`src/rtl/div_iter_if.sv`:
```
// EX-stage divide handshake between the pipeline (master) and the iterative divider (slave).
// Signal suffixes are from the divider's point of view.
interface div_iter_if #(
    parameter int unsigned DATA_W = 32
) ();
    logic                  signed_div_i;
    logic [DATA_W-1:0]     opdata1_i;
    logic [DATA_W-1:0]     opdata2_i;
    logic                  start_i;
    logic                  annul_i;
    logic [2*DATA_W-1:0]   result_o;
    logic                  ready_o;

    modport master (
        output signed_div_i,
        output opdata1_i,
        output opdata2_i,
        output start_i,
        output annul_i,
        input  result_o,
        input  ready_o
    );

    modport slave (
        input  signed_div_i,
        input  opdata1_i,
        input  opdata2_i,
        input  start_i,
        input  annul_i,
        output result_o,
        output ready_o
    );
endinterface

```
`src/rtl/div_iter.sv`:
```
// Iterative radix-2 restoring divider for DIV/DIVU: one quotient bit per cycle,
// result presented as {remainder, quotient} for the HI/LO write.
module div_iter #(
    parameter int unsigned DATA_W = 32
) (
    input logic       clk,
    input logic       resetn,
    div_iter_if.slave bus
);
    localparam int unsigned CntW = $clog2(DATA_W + 1);
    localparam logic [CntW-1:0] LastCnt = CntW'(DATA_W - 1);

    localparam logic [1:0] StFree   = 2'd0;
    localparam logic [1:0] StByZero = 2'd1;
    localparam logic [1:0] StOn     = 2'd2;
    localparam logic [1:0] StEnd    = 2'd3;

    logic [1:0]          state_q, state_d;
    logic [CntW-1:0]     cnt_q, cnt_d;
    logic [DATA_W-1:0]   rem_q, rem_d;
    logic [DATA_W-1:0]   dvd_q, dvd_d;
    logic [DATA_W-1:0]   dvs_q, dvs_d;
    logic                neg_quo_q, neg_quo_d;
    logic                neg_rem_q, neg_rem_d;
    logic [2*DATA_W-1:0] result_q, result_d;
    logic                ready_q, ready_d;

    logic                op1_neg, op2_neg;
    logic [DATA_W-1:0]   abs1, abs2;
    logic [DATA_W:0]     trial, diff;
    logic                q_bit;
    logic [DATA_W-1:0]   rem_step, quo_step;

    // Magnitudes are taken modulo 2^DATA_W, so the most negative value maps onto itself.
    always_comb begin
        op1_neg = bus.signed_div_i & bus.opdata1_i[DATA_W-1];
        op2_neg = bus.signed_div_i & bus.opdata2_i[DATA_W-1];
        abs1    = op1_neg ? -bus.opdata1_i : bus.opdata1_i;
        abs2    = op2_neg ? -bus.opdata2_i : bus.opdata2_i;
    end

    // The shifted partial remainder needs one extra bit; a clear top bit of the
    // difference means no borrow, i.e. trial >= divisor.
    always_comb begin
        trial    = {rem_q, dvd_q[DATA_W-1]};
        diff     = trial - {1'b0, dvs_q};
        q_bit    = ~diff[DATA_W];
        rem_step = q_bit ? diff[DATA_W-1:0] : trial[DATA_W-1:0];
        quo_step = {dvd_q[DATA_W-2:0], q_bit};
    end

    always_comb begin
        state_d   = state_q;
        cnt_d     = cnt_q;
        rem_d     = rem_q;
        dvd_d     = dvd_q;
        dvs_d     = dvs_q;
        neg_quo_d = neg_quo_q;
        neg_rem_d = neg_rem_q;
        result_d  = result_q;
        ready_d   = ready_q;
        case (state_q)
            StFree: begin
                ready_d  = 1'b0;
                result_d = '0;
                if (bus.start_i && !bus.annul_i) begin
                    if (bus.opdata2_i == '0) begin
                        state_d = StByZero;
                    end else begin
                        state_d   = StOn;
                        cnt_d     = '0;
                        rem_d     = '0;
                        dvd_d     = abs1;
                        dvs_d     = abs2;
                        neg_quo_d = op1_neg ^ op2_neg;
                        neg_rem_d = op1_neg;
                    end
                end
            end
            StByZero: begin
                state_d  = StEnd;
                ready_d  = 1'b1;
                result_d = '0;
            end
            StOn: begin
                if (bus.annul_i) begin
                    state_d = StFree;
                end else begin
                    rem_d = rem_step;
                    dvd_d = quo_step;
                    cnt_d = cnt_q + 1'b1;
                    // Final step: sign-correct straight from the last step's values.
                    if (cnt_q == LastCnt) begin
                        state_d  = StEnd;
                        ready_d  = 1'b1;
                        result_d = {neg_rem_q ? -rem_step : rem_step,
                                    neg_quo_q ? -quo_step : quo_step};
                    end
                end
            end
            StEnd: begin
                if (bus.annul_i || !bus.start_i) begin
                    state_d  = StFree;
                    ready_d  = 1'b0;
                    result_d = '0;
                end
            end
            default: begin
                state_d  = StFree;
                ready_d  = 1'b0;
                result_d = '0;
            end
        endcase
    end

    always_ff @(posedge clk or negedge resetn) begin
        if (!resetn) begin
            state_q   <= StFree;
            cnt_q     <= '0;
            rem_q     <= '0;
            dvd_q     <= '0;
            dvs_q     <= '0;
            neg_quo_q <= 1'b0;
            neg_rem_q <= 1'b0;
            result_q  <= '0;
            ready_q   <= 1'b0;
        end else begin
            state_q   <= state_d;
            cnt_q     <= cnt_d;
            rem_q     <= rem_d;
            dvd_q     <= dvd_d;
            dvs_q     <= dvs_d;
            neg_quo_q <= neg_quo_d;
            neg_rem_q <= neg_rem_d;
            result_q  <= result_d;
            ready_q   <= ready_d;
        end
    end

    assign bus.result_o = result_q;
    assign bus.ready_o  = ready_q;
endmodule
```
`src/flat_wrapper.sv`:
```
// flat-port wrapper written by rule: the top's interface ports become plain ports
module div_iter_flat 
#(
    parameter int unsigned DATA_W = 32
)
  (clk, resetn, bus_signed_div_i, bus_opdata1_i, bus_opdata2_i, bus_start_i, bus_annul_i, bus_result_o, bus_ready_o);
  div_iter_if #(.DATA_W(DATA_W)) bus_i ();
  input logic clk;
  input logic resetn;
  input wire logic [$bits(bus_i.signed_div_i)-1:0] bus_signed_div_i;
  input wire logic [$bits(bus_i.opdata1_i)-1:0] bus_opdata1_i;
  input wire logic [$bits(bus_i.opdata2_i)-1:0] bus_opdata2_i;
  input wire logic [$bits(bus_i.start_i)-1:0] bus_start_i;
  input wire logic [$bits(bus_i.annul_i)-1:0] bus_annul_i;
  output wire logic [$bits(bus_i.result_o)-1:0] bus_result_o;
  output wire logic [$bits(bus_i.ready_o)-1:0] bus_ready_o;
  assign bus_i.signed_div_i = bus_signed_div_i;
  assign bus_i.opdata1_i = bus_opdata1_i;
  assign bus_i.opdata2_i = bus_opdata2_i;
  assign bus_i.start_i = bus_start_i;
  assign bus_i.annul_i = bus_annul_i;
  assign bus_result_o = bus_i.result_o;
  assign bus_ready_o = bus_i.ready_o;
  div_iter #(.DATA_W(DATA_W)) u_core (.clk(clk), .resetn(resetn), .bus(bus_i));
endmodule
```
`config.mk`:
```
export PLATFORM = sky130hd
export DESIGN_NAME = div_iter_flat
export DESIGN_NICKNAME = d
export VERILOG_FILES = /design/src/rtl/div_iter_if.sv /design/src/rtl/div_iter.sv /design/src/flat_wrapper.sv
export SDC_FILE = /design/constraint.sdc
export NUM_CORES = 1
export LEC_CHECK = 0
export BUFFER_PORTS_ARGS = -buffer_cell sky130_fd_sc_hd__buf_2
export CAP_MARGIN = 20
export CORE_MARGIN = 4
export CORE_UTILIZATION = 54
export CTS_CLUSTER_SIZE = 28
export DETAILED_ROUTE_END_ITERATION = 6
export PLACE_DENSITY = 0.77
export SLEW_MARGIN = 20
export SYNTH_ARGS = -nofsm -noshare
export SYNTH_HDL_FRONTEND = slang
export SYNTH_SLANG_ARGS = --single-unit
```
`constraint.sdc`:
```
create_clock -name clk -period 5 [get_ports clk]
set_input_delay 0.5 -clock clk [delete_from_list [all_inputs] [get_ports clk]]
set_output_delay 0.5 -clock clk [all_outputs]
set_load 0.02 [all_outputs]
```
==> results of run 1 <==
-- final cells by class --
class | count | share of cell area
Clock buffer | 18 | 0.03162
Clock inverter | 14 | 0.01234
Inverter | 55 | 0.01487
Multi-Input combinational cell | 1151 | 0.5385
Sequential cell | 171 | 0.3081
Tap cell | 280 | 0.02523
Timing Repair Buffer | 169 | 0.06929
-- what timing repair did --
item / 4_1_cts / 5_1_grt
pin swaps: 0 / 5
buffers inserted: 0 / 2
setup endpoints to repair: 1 / 13
gates resized for setup: 1 / 14
-- power breakdown --
part	switching, mW	internal [mW]	total (mW)
Sequential	0.336	1.68	2.01
Combinational	3.65	2.06	5.71
Clock	0.668	0.732	1.40
-- worst max-delay path: stages, from the launching register on --
cell and delay [ns]:
dfrtp_1 0.38, inv_1 0.05, ha_1 0.16, inv_1 0.08
fa_2 0.37, a211oi_2 0.26, o211ai_1 0.19, and4_4 0.24
o211a_1 0.26, nor3_4 0.22, nor2_4 0.06, inv_2 0.09
ha_4 0.14, nand3_1 0.11, or3_4 0.36, or4_4 0.43
or4_4 0.43, or3_4 0.39, o41ai_4 0.24, xor2_1 0.17
o21ai_1 0.07
-- flip-flops by register name, summed over array words and instances (netlist names) --
name	cells
u_core.rem_q	32
u_core.neg_quo_q	1
u_core.neg_rem_q	1
u_core.dvd_q	32
u_core.state_q	2
u_core.bus.result_o	64
u_core.bus.ready_o	1
u_core.dvs_q	32
u_core.cnt_q	6
-- cells by family after synthesis --
family                   Yosys count  synth area share
AND/OR/NAND/NOR                  460            0.1842
adder cells (fa/ha/maj)           43           0.04466
flip-flops                       171            0.3503
multiplexers                      29           0.02427
AO/OA/AOI/OAI                    485            0.2563
buffers and inverters            133           0.04425
XOR/XNOR                         134           0.09608
-- layer usage --
metal  vias to the layer above  GRT usage
li1                       5530          -
met1                      5702     0.4471
met2                       590     0.4765
met3                        82    0.04838
met4                         2    0.08164
met5                         -          0
-- placed cells by master, fill, tap and decap left out, types with 11 or more instances in the layout --
cell and instances:
or3_1 14, a22o_1 26, inv_1 53, o31ai_1 27
nand3_1 23, nor4_1 13, mux2i_1 23, nand2b_1 12
nand4_1 11, buf_4 34, o21ai_0 176, o21ai_1 24
xor2_1 65, a22oi_1 34, and2_1 16, xnor2_1 69
ha_1 41, buf_2 132, nand2_1 180, or4_1 19
nor2_1 82, nor3_1 37, dfrtp_1 171, a31oi_1 13
a21oi_1 80, clkbuf_16 17, a211oi_1 12
-- path summary, 6_finish.rpt --
check                                 start                 endpoint  slack (ns)  cells past startpoint
setup reg to reg           u_core.dvd_q[31]  u_core.bus.result_o[26]        0.16                     20
hold / removal                       resetn         u_core.dvs_q[29]        0.15                      1
hold reg to reg            u_core.dvs_q[27]         u_core.dvs_q[27]        0.48                      2
max in group asynchronous            resetn          u_core.rem_q[8]        3.73                      2
min in group clk           bus_opdata2_i[1]          u_core.dvs_q[1]        0.33                      3
setup / recovery           u_core.dvd_q[31]  u_core.bus.result_o[26]        0.16                     20
==> results.json, run 1 <==
{
  "status": "completed",
  "hold_buffers": 0,
  "fin_nets": 1677,
  "finalSetupTns_ns": 0,
  "hold_path.class": "input pin to asynchronous set/reset pin",
  "drc": 0,
  "die_w_um": 158.4,
  "place_hpwl_mm": 28.84,
  "synth_top_area_share": 0.3503,
  "synth.cell_area_sq_um": 12220,
  "core_area_sq_um": 22030,
  "fin_cells": 1858,
  "cap_violations": 0,
  "synthFlopType": "dfrtp_1",
  "place_congestion": 0.9958,
  "h-tree-depth": 4,
  "num_antenna_cells": 0,
  "first_pass_iters": 6,
  "crit_fanout": 4,
  "vias": 11910,
  "drv_slew": 0,
  "wirelength_mm": 38.43,
  "regArea_sq_um": 4279,
  "portBuffers": 133,
  "pin_count": 134,
  "synth_common_cells": "nand2_1, o21ai_0, dfrtp_1",
  "grt_antenna_before_repair": 2,
  "grt_max_degree": 90,
  "yosys_warnings": 0,
  "arrival_ns": 5.15,
  "crit_path_start_kind": "flop",
  "wl_met3_mm": 3.085,
  "crit_required_ns": 5.31,
  "synth_edf_count": 0,
  "synth_cell_types": 86,
  "met1_length_mm": 16.81,
  "place_area_sq_um": 13200,
  "top_layer": "met5",
  "tightest_slew_ns": 0.8600,
  "critPathKind": "flop to flop",
  "max_freq_mhz": 206.8,
  "final-hold-violation-count": 0,
  "p_total_mw": 9.126,
  "die-area_sq_um": 25090,
  "p_leak_nw": 6.236,
  "final_area_sq_um": 13890,
  "wl_met2_mm": 17.48,
  "grt_overflow": 0,
  "fin_crit_sh": 0.9671,
  "synth_seq_area_share": 0.3503,
  "avgSynthCellArea_sq_um": 8.396,
  "syn_to_final_growth_pct": 13.68,
  "multi_input_area_sq_um": 7478,
  "cts_inserted_buffers": 17,
  "fillers": 1915,
  "cts_sinks": 171,
  "critPathCaptureType": "flop",
  "grt_pass1_vias": 11240,
  "ys_ff_latch": 171,
  "dp_cells": 1824,
  "dpl_worst_slack_ns": 0.06423,
  "max-vdd-ir-drop_v": 0.0005977,
  "synth_top_cell_by_area": "dfrtp_1",
  "insertion_delay_ns": 0.44,
  "synth_nets": 1567,
  "slew_headroom": 0.4244,
  "drt_iter0_drc": 1252,
  "num_rows": 54,
  "syn_inst": 1455,
  "drive_gt1_frac": 0.1553,
  "cts_buffer_depth": 2,
  "finalCriticalPeriod_ns": 4.836,
  "wl_per_cell_um": 20.68,
  "track_usage": 0.3063,
  "whs_ns": 0.1538,
  "synth_area_leaders": "dfrtp_1, o21ai_0, nand2_1",
  "skew_ns": 0.01573,
  "async_flop_share": 1.000,
  "power_density_nw_per_um2": 657.1,
  "ant_nets": 0,
  "start_util": 0.5546,
  "cts_tree": "built",
  "via_per_inst": 6.408,
  "clkTransAtPathRegs_ns": 0.08,
  "post-route-util": 0.6305,
  "grt_pass1_wl_mm": 60.84,
  "die_h_um": 158.4,
  "yosysMostFrequentCell": "nand2_1",
  "setup_viol": 0,
  "fin_ws_ns": 0.1645,
  "root_buffer": "clkbuf_16"
}
No activity file was read; power rests on OpenSTA's default activity.
==> run 2, diff against run 1 <==
CORE_UTILIZATION = 56   (was 54)
CTS_BUF_LIST = sky130_fd_sc_hd__clkbuf_2   (was default)
PLACE_DENSITY = 0.8   (was 0.77)
==> results.json, run 2 (synthesis results as in run 1) <==
{
  "status": "completed",
  "max_freq_mhz": 206.2,
  "hold_path.class": "input pin to flop",
  "cts_tree": "built",
  "drv_slew": 0,
  "critPathKind": "flop to flop",
  "grt_max_degree": 83,
  "via_per_inst": 6.389,
  "crit_path_start": "u_core.dvd_q[31]",
  "grt_overflow": 0,
  "cts_sinks": 171,
  "whs_ns": 0.05750,
  "place_hpwl_mm": 28.39,
  "start_util": 0.5756,
  "arrival_ns": 5.56,
  "tightest_slew_ns": 1.092,
  "finalSetupTns_ns": 0,
  "holdCritStartpoint": "bus_opdata2_i[12]",
  "power.switching_mw": 4.572,
  "drc": 0,
  "die_w_um": 155.7,
  "final_cell_mix": "nand2_1, o21ai_0, dfrtp_1, buf_2, nor2_1",
  "grt_setup_unrepaired": "yes",
  "crit_path_start_kind": "flop",
  "final-hold-violation-count": 0,
  "swShare": 0.5351,
  "crit_fanout": 4,
  "path_cells": "inv_1 > ha_1 > inv_1 > fa_2 > a211oi_2 > o211ai_1 > and4_4 > o211a_4 > nor3_4 > nor2_4 > inv_2 > ha_4 > nand3_4 > or3_4 > or4_4 > or4_4 > or3_4 > o41ai_4 > xor2_1 > o21ai_1",
  "die-area_sq_um": 24240,
  "grt_pass1_wl_mm": 60.92,
  "setup_viol": 0,
  "insertion_delay_ns": 0.80,
  "drive_gt1_frac": 0.1525,
  "layout_commonest_cell": "nand2_1",
  "finalCriticalPeriod_ns": 4.851,
  "power_frac_seq": 0.239,
  "vias": 12150,
  "r2r_start": "u_core.dvd_q[31]",
  "fin_crit_sh": 0.9701,
  "grt_pass1_vias": 11330,
  "largest_reg_flops": 64,
  "root_buffer": "clkbuf_2",
  "syn_to_final_growth_pct": 14.85,
  "max_stage_delay_ns": 0.45,
  "wl_per_cell_um": 20.38,
  "slew_headroom": 0.2723,
  "path_buf_inv": 3,
  "max-vdd-ir-drop_v": 0.0004014,
  "pin_count": 134,
  "first_pass_iters": 7,
  "p_int_mw": 3.972,
  "num_rows": 53,
  "wirelength_mm": 38.77,
  "cap_violations": 0,
  "portBuffers": 133,
  "pwr-share-comb": 0.669,
  "die_h_um": 155.7,
  "place_congestion": 0.9837,
  "drt_iter0_drc": 1309,
  "cts_inserted_buffers": 17,
  "critPathCaptureType": "flop",
  "fin_nets": 1725,
  "crit_required_ns": 5.71,
  "track_usage": 0.3125,
  "cts_buffer_depth": 2,
  "grt_antenna_before_repair": 1,
  "p_clk_frac": 0.092,
  "cp_top_family": "simple AND/OR/NAND/NOR gates",
  "power_density_nw_per_um2": 609.0,
  "slowest_stage": "dfrtp_1",
  "clkTransAtPathRegs_ns": 0.29,
  "ant_nets": 0,
  "core_area_sq_um": 21220,
  "p_leak_nw": 6.285,
  "h-tree-depth": 4,
  "skew_ns": 0.05541
}
## run 2: cell types whose count changed in the layout (fill, tap and decap cells not counted), sizes merged
cell,previous run,this run
dlygate4sd3,0,49
clkinvlp,0,3
diode,0,1
buf,169,168
clkinv,7,3
inv,61,62
## run 2: power groups by stage
stage | Combinational, mW | Sequential (mW) | Clock [mW]
6_report | 5.72 | 2.04 | 0.785
5_1_grt | 6.21 | 2.07 | 0.841
4_1_cts | 5.40 | 2.02 | 0.786
3_5_place_dp | 5.35 | 2.04 | 0
3_3_place_gp | 5.25 | 2.03 | 0
2_1_floorplan | 4.00 | 1.92 | 0
## run 2: cell type report
class,count,area (sq um)
multi-input cells,1151,7505
clock buffers,18,90.09
diodes,1,2.502
inverters,55,206.4
repair buffers,217,1450
fillers,1760,7191
flip-flops and latches,171,4279
well taps,275,344.1
clock inverters,14,152.6
## run 2: layer usage
layer,vias to the layer above,share of wire,global-route usage
met5,-,0,0
met4,0,0.034,0.09004
met3,106,0.083,0.05187
met2,618,0.46,0.4986
met1,5802,0.42,0.4421
li1,5625,-,-
## run 2: path summary, 6_finish.rpt
kind | slack, ns | depth (start not counted) | endpoint
hold / removal | 0.06 | 4 | u_core.dvs_q[12]
min in group asynchronous | 0.24 | 2 | u_core.dvs_q[23]
setup / recovery | 0.15 | 20 | u_core.bus.result_o[26]
setup reg to reg | 0.15 | 20 | u_core.bus.result_o[26]
hold reg to reg | 0.51 | 2 | u_core.bus.result_o[9]
max in group asynchronous | 3.47 | 3 | u_core.bus.result_o[43]
## run 2: tightest hold or removal path: stages
cell and delay, ns:
buf_2 0.09, xor2_1 0.07, nand2_1 0.07, o21ai_0 0.07
## run 2: stage by stage
step                      total power, mW  worst slack [ns]  instance area, sq um  utilization  std cells
after global routing                9.126          -0.05700                 14030       0.6611       1902
after detailed placement            7.390            0.1028                 13150       0.6198       1814
after CTS                           8.200           0.07246                 13850       0.6525       1891
after floorplan                     5.914        0.00003908                 12230            -       1455
after global placement              7.285            0.1995                 13150       0.6198       1814
final                               8.545            0.1494                 14030       0.6611       1902
## run 2: repair_timing
item	in CTS	in global routing
endpoints found under the hold margin	123	4
gates resized for setup	0	21
endpoints found under the setup margin	0	14
buffers inserted	0	6
hold buffers	45	4
==> run 3, diff against run 2 <==
==> constraint.sdc (replaced) <==
create_clock -name clk -period 5 [get_ports clk]
set_input_delay 1 -clock clk [delete_from_list [all_inputs] [get_ports clk]]
set_output_delay 1 -clock clk [all_outputs]
set_load 0.02 [all_outputs]
==> results.json, run 3 (synthesis results as in run 1) <==
{
  "wl_per_cell_um": 20.19,
  "wirelength_mm": 37.55,
  "hold_buffers": 0,
  "place_congestion": 0.9666,
  "cts_tree": "built",
  "die_w_um": 155.7,
  "syn_to_final_growth_pct": 11.57,
  "die-area_sq_um": 24240,
  "grt_antenna_before_repair": 2,
  "track_usage": 0.3050,
  "vias": 11960,
  "r2r_start": "u_core.dvd_q[31]",
  "cts_buffer_depth": 2,
  "crit_path_start": "u_core.dvd_q[31]",
  "drv_slew": 0,
  "start_util": 0.5756,
  "final_cell_mix": "nand2_1, o21ai_0, dfrtp_1, buf_2, nor2_1",
  "cts_inserted_buffers": 17,
  "setup_viol": 0,
  "clkTransAtPathRegs_ns": 0.27,
  "status": "completed",
  "fin_crit_sh": 0.9811,
  "finalSetupTns_ns": 0,
  "largest_reg_flops": 64,
  "drive_gt1_frac": 0.1623,
  "grt_overflow": 0,
  "tightest_slew_ns": 1.074,
  "crit_fanout": 4,
  "first_pass_iters": 6,
  "finalCriticalPeriod_ns": 4.906,
  "grt_max_degree": 107,
  "hold_path.class": "input pin to asynchronous set/reset pin",
  "die_h_um": 155.7,
  "grt_setup_unrepaired": "yes",
  "layout_commonest_cell": "nand2_1",
  "skew_ns": 0.03557,
  "arrival_ns": 5.61,
  "dp_cells": 1820,
  "crit_path_start_kind": "flop",
  "fin_nets": 1683,
  "num_rows": 53,
  "fin_ws_ns": 0.09430,
  "dpl_worst_slack_ns": 0.08028,
  "ant_nets": 0,
  "fin_cells": 1860,
  "crit_required_ns": 5.71,
  "grt_pass1_wl_mm": 59.35,
  "met1_length_mm": 16.04,
  "wl_met3_mm": 3.310,
  "cts_sinks": 171,
  "top_layer": "met4",
  "core_area_sq_um": 21220,
  "p_leak_nw": 6.134,
  "grt_pass1_vias": 11020,
  "final-hold-violation-count": 0,
  "insertion_delay_ns": 0.79,
  "drc": 0,
  "root_buffer": "clkbuf_2",
  "portBuffers": 133,
  "place_hpwl_mm": 28.58,
  "critPathCaptureType": "flop",
  "slew_headroom": 0.2843,
  "power_density_nw_per_um2": 634.5,
  "cap_violations": 0,
  "max_freq_mhz": 203.8,
  "pin_count": 134,
  "critPathKind": "flop to flop",
  "via_per_inst": 6.428,
  "wl_met2_mm": 16.77,
  "h-tree-depth": 4,
  "max-vdd-ir-drop_v": 0.0006284,
  "drt_iter0_drc": 1198
}
-- run 3: where the power goes --
group          total [mW]  internal [mW]  switching, mW
sequential           2.03           1.68          0.358
combinational        5.77           2.09           3.67
clock               0.848          0.296          0.552
-- run 3: area by class of cell --
cell class                 count  area [sq um]
timing repair buffer         175         999.7
multi-input combinational   1151          7526
clock buffer                  18         90.09
fill                        1840          7591
sequential                   171          4279
clock inverter                13         178.9
antenna                        2         5.005
tap                          275         344.1
inverter                      55         206.4
-- run 3: repair_timing --
item	4_1_cts	5_1_grt
setup buffers	0	7
gates resized for setup	0	22
endpoints found under the setup margin	0	13
-- run 3: critical path: stages (launching register included) --
cell,delay (ns)
dfrtp_1,0.46
inv_1,0.07
ha_2,0.18
inv_2,0.05
fa_2,0.42
a211oi_4,0.29
o211ai_1,0.22
and4_4,0.25
o211a_4,0.25
nor3_4,0.24
nor2_4,0.05
inv_2,0.10
ha_4,0.16
nand3_4,0.08
or3_4,0.35
or4_4,0.42
or4_4,0.43
or3_4,0.38
o41ai_4,0.23
xor2_1,0.17
o21ai_1,0.07
-- run 3: layer usage --
layer | vias up | track usage
met5 | - | 0
met4 | 0 | 0.1159
met3 | 114 | 0.05964
met2 | 564 | 0.4592
met1 | 5755 | 0.4374
li1 | 5524 | -
-- run 3: stage by stage --
| stage | hold slack [ns] | util | area (sq um) | power, mW |
|---|---|---|---|---|
| 6_report | 0.2382 | 0.6423 | 13630 | 8.648 |
| 5_1_grt | 0.3533 | 0.6422 | 13630 | 9.239 |
| 4_1_cts | 0.3484 | 0.6346 | 13470 | 8.288 |
| 3_5_place_dp | 0.4645 | 0.6219 | 13200 | 7.440 |
| 3_3_place_gp | 0.4619 | 0.6219 | 13200 | 7.327 |
| 2_1_floorplan | 0.4498 | - | 12230 | 5.914 |
-- run 3: final timing paths --
path,slack (ns),depth (start not counted),end
worst min-delay path,0.24,1,u_core.dvs_q[24]
max in group asynchronous,3.68,2,u_core.dvd_q[30]
worst max register to register,0.09,20,u_core.bus.result_o[26]
worst max-delay path,0.09,20,u_core.bus.result_o[26]
worst min register to register,0.51,2,u_core.bus.result_o[19]
min in group clk,0.44,3,u_core.dvs_q[1]
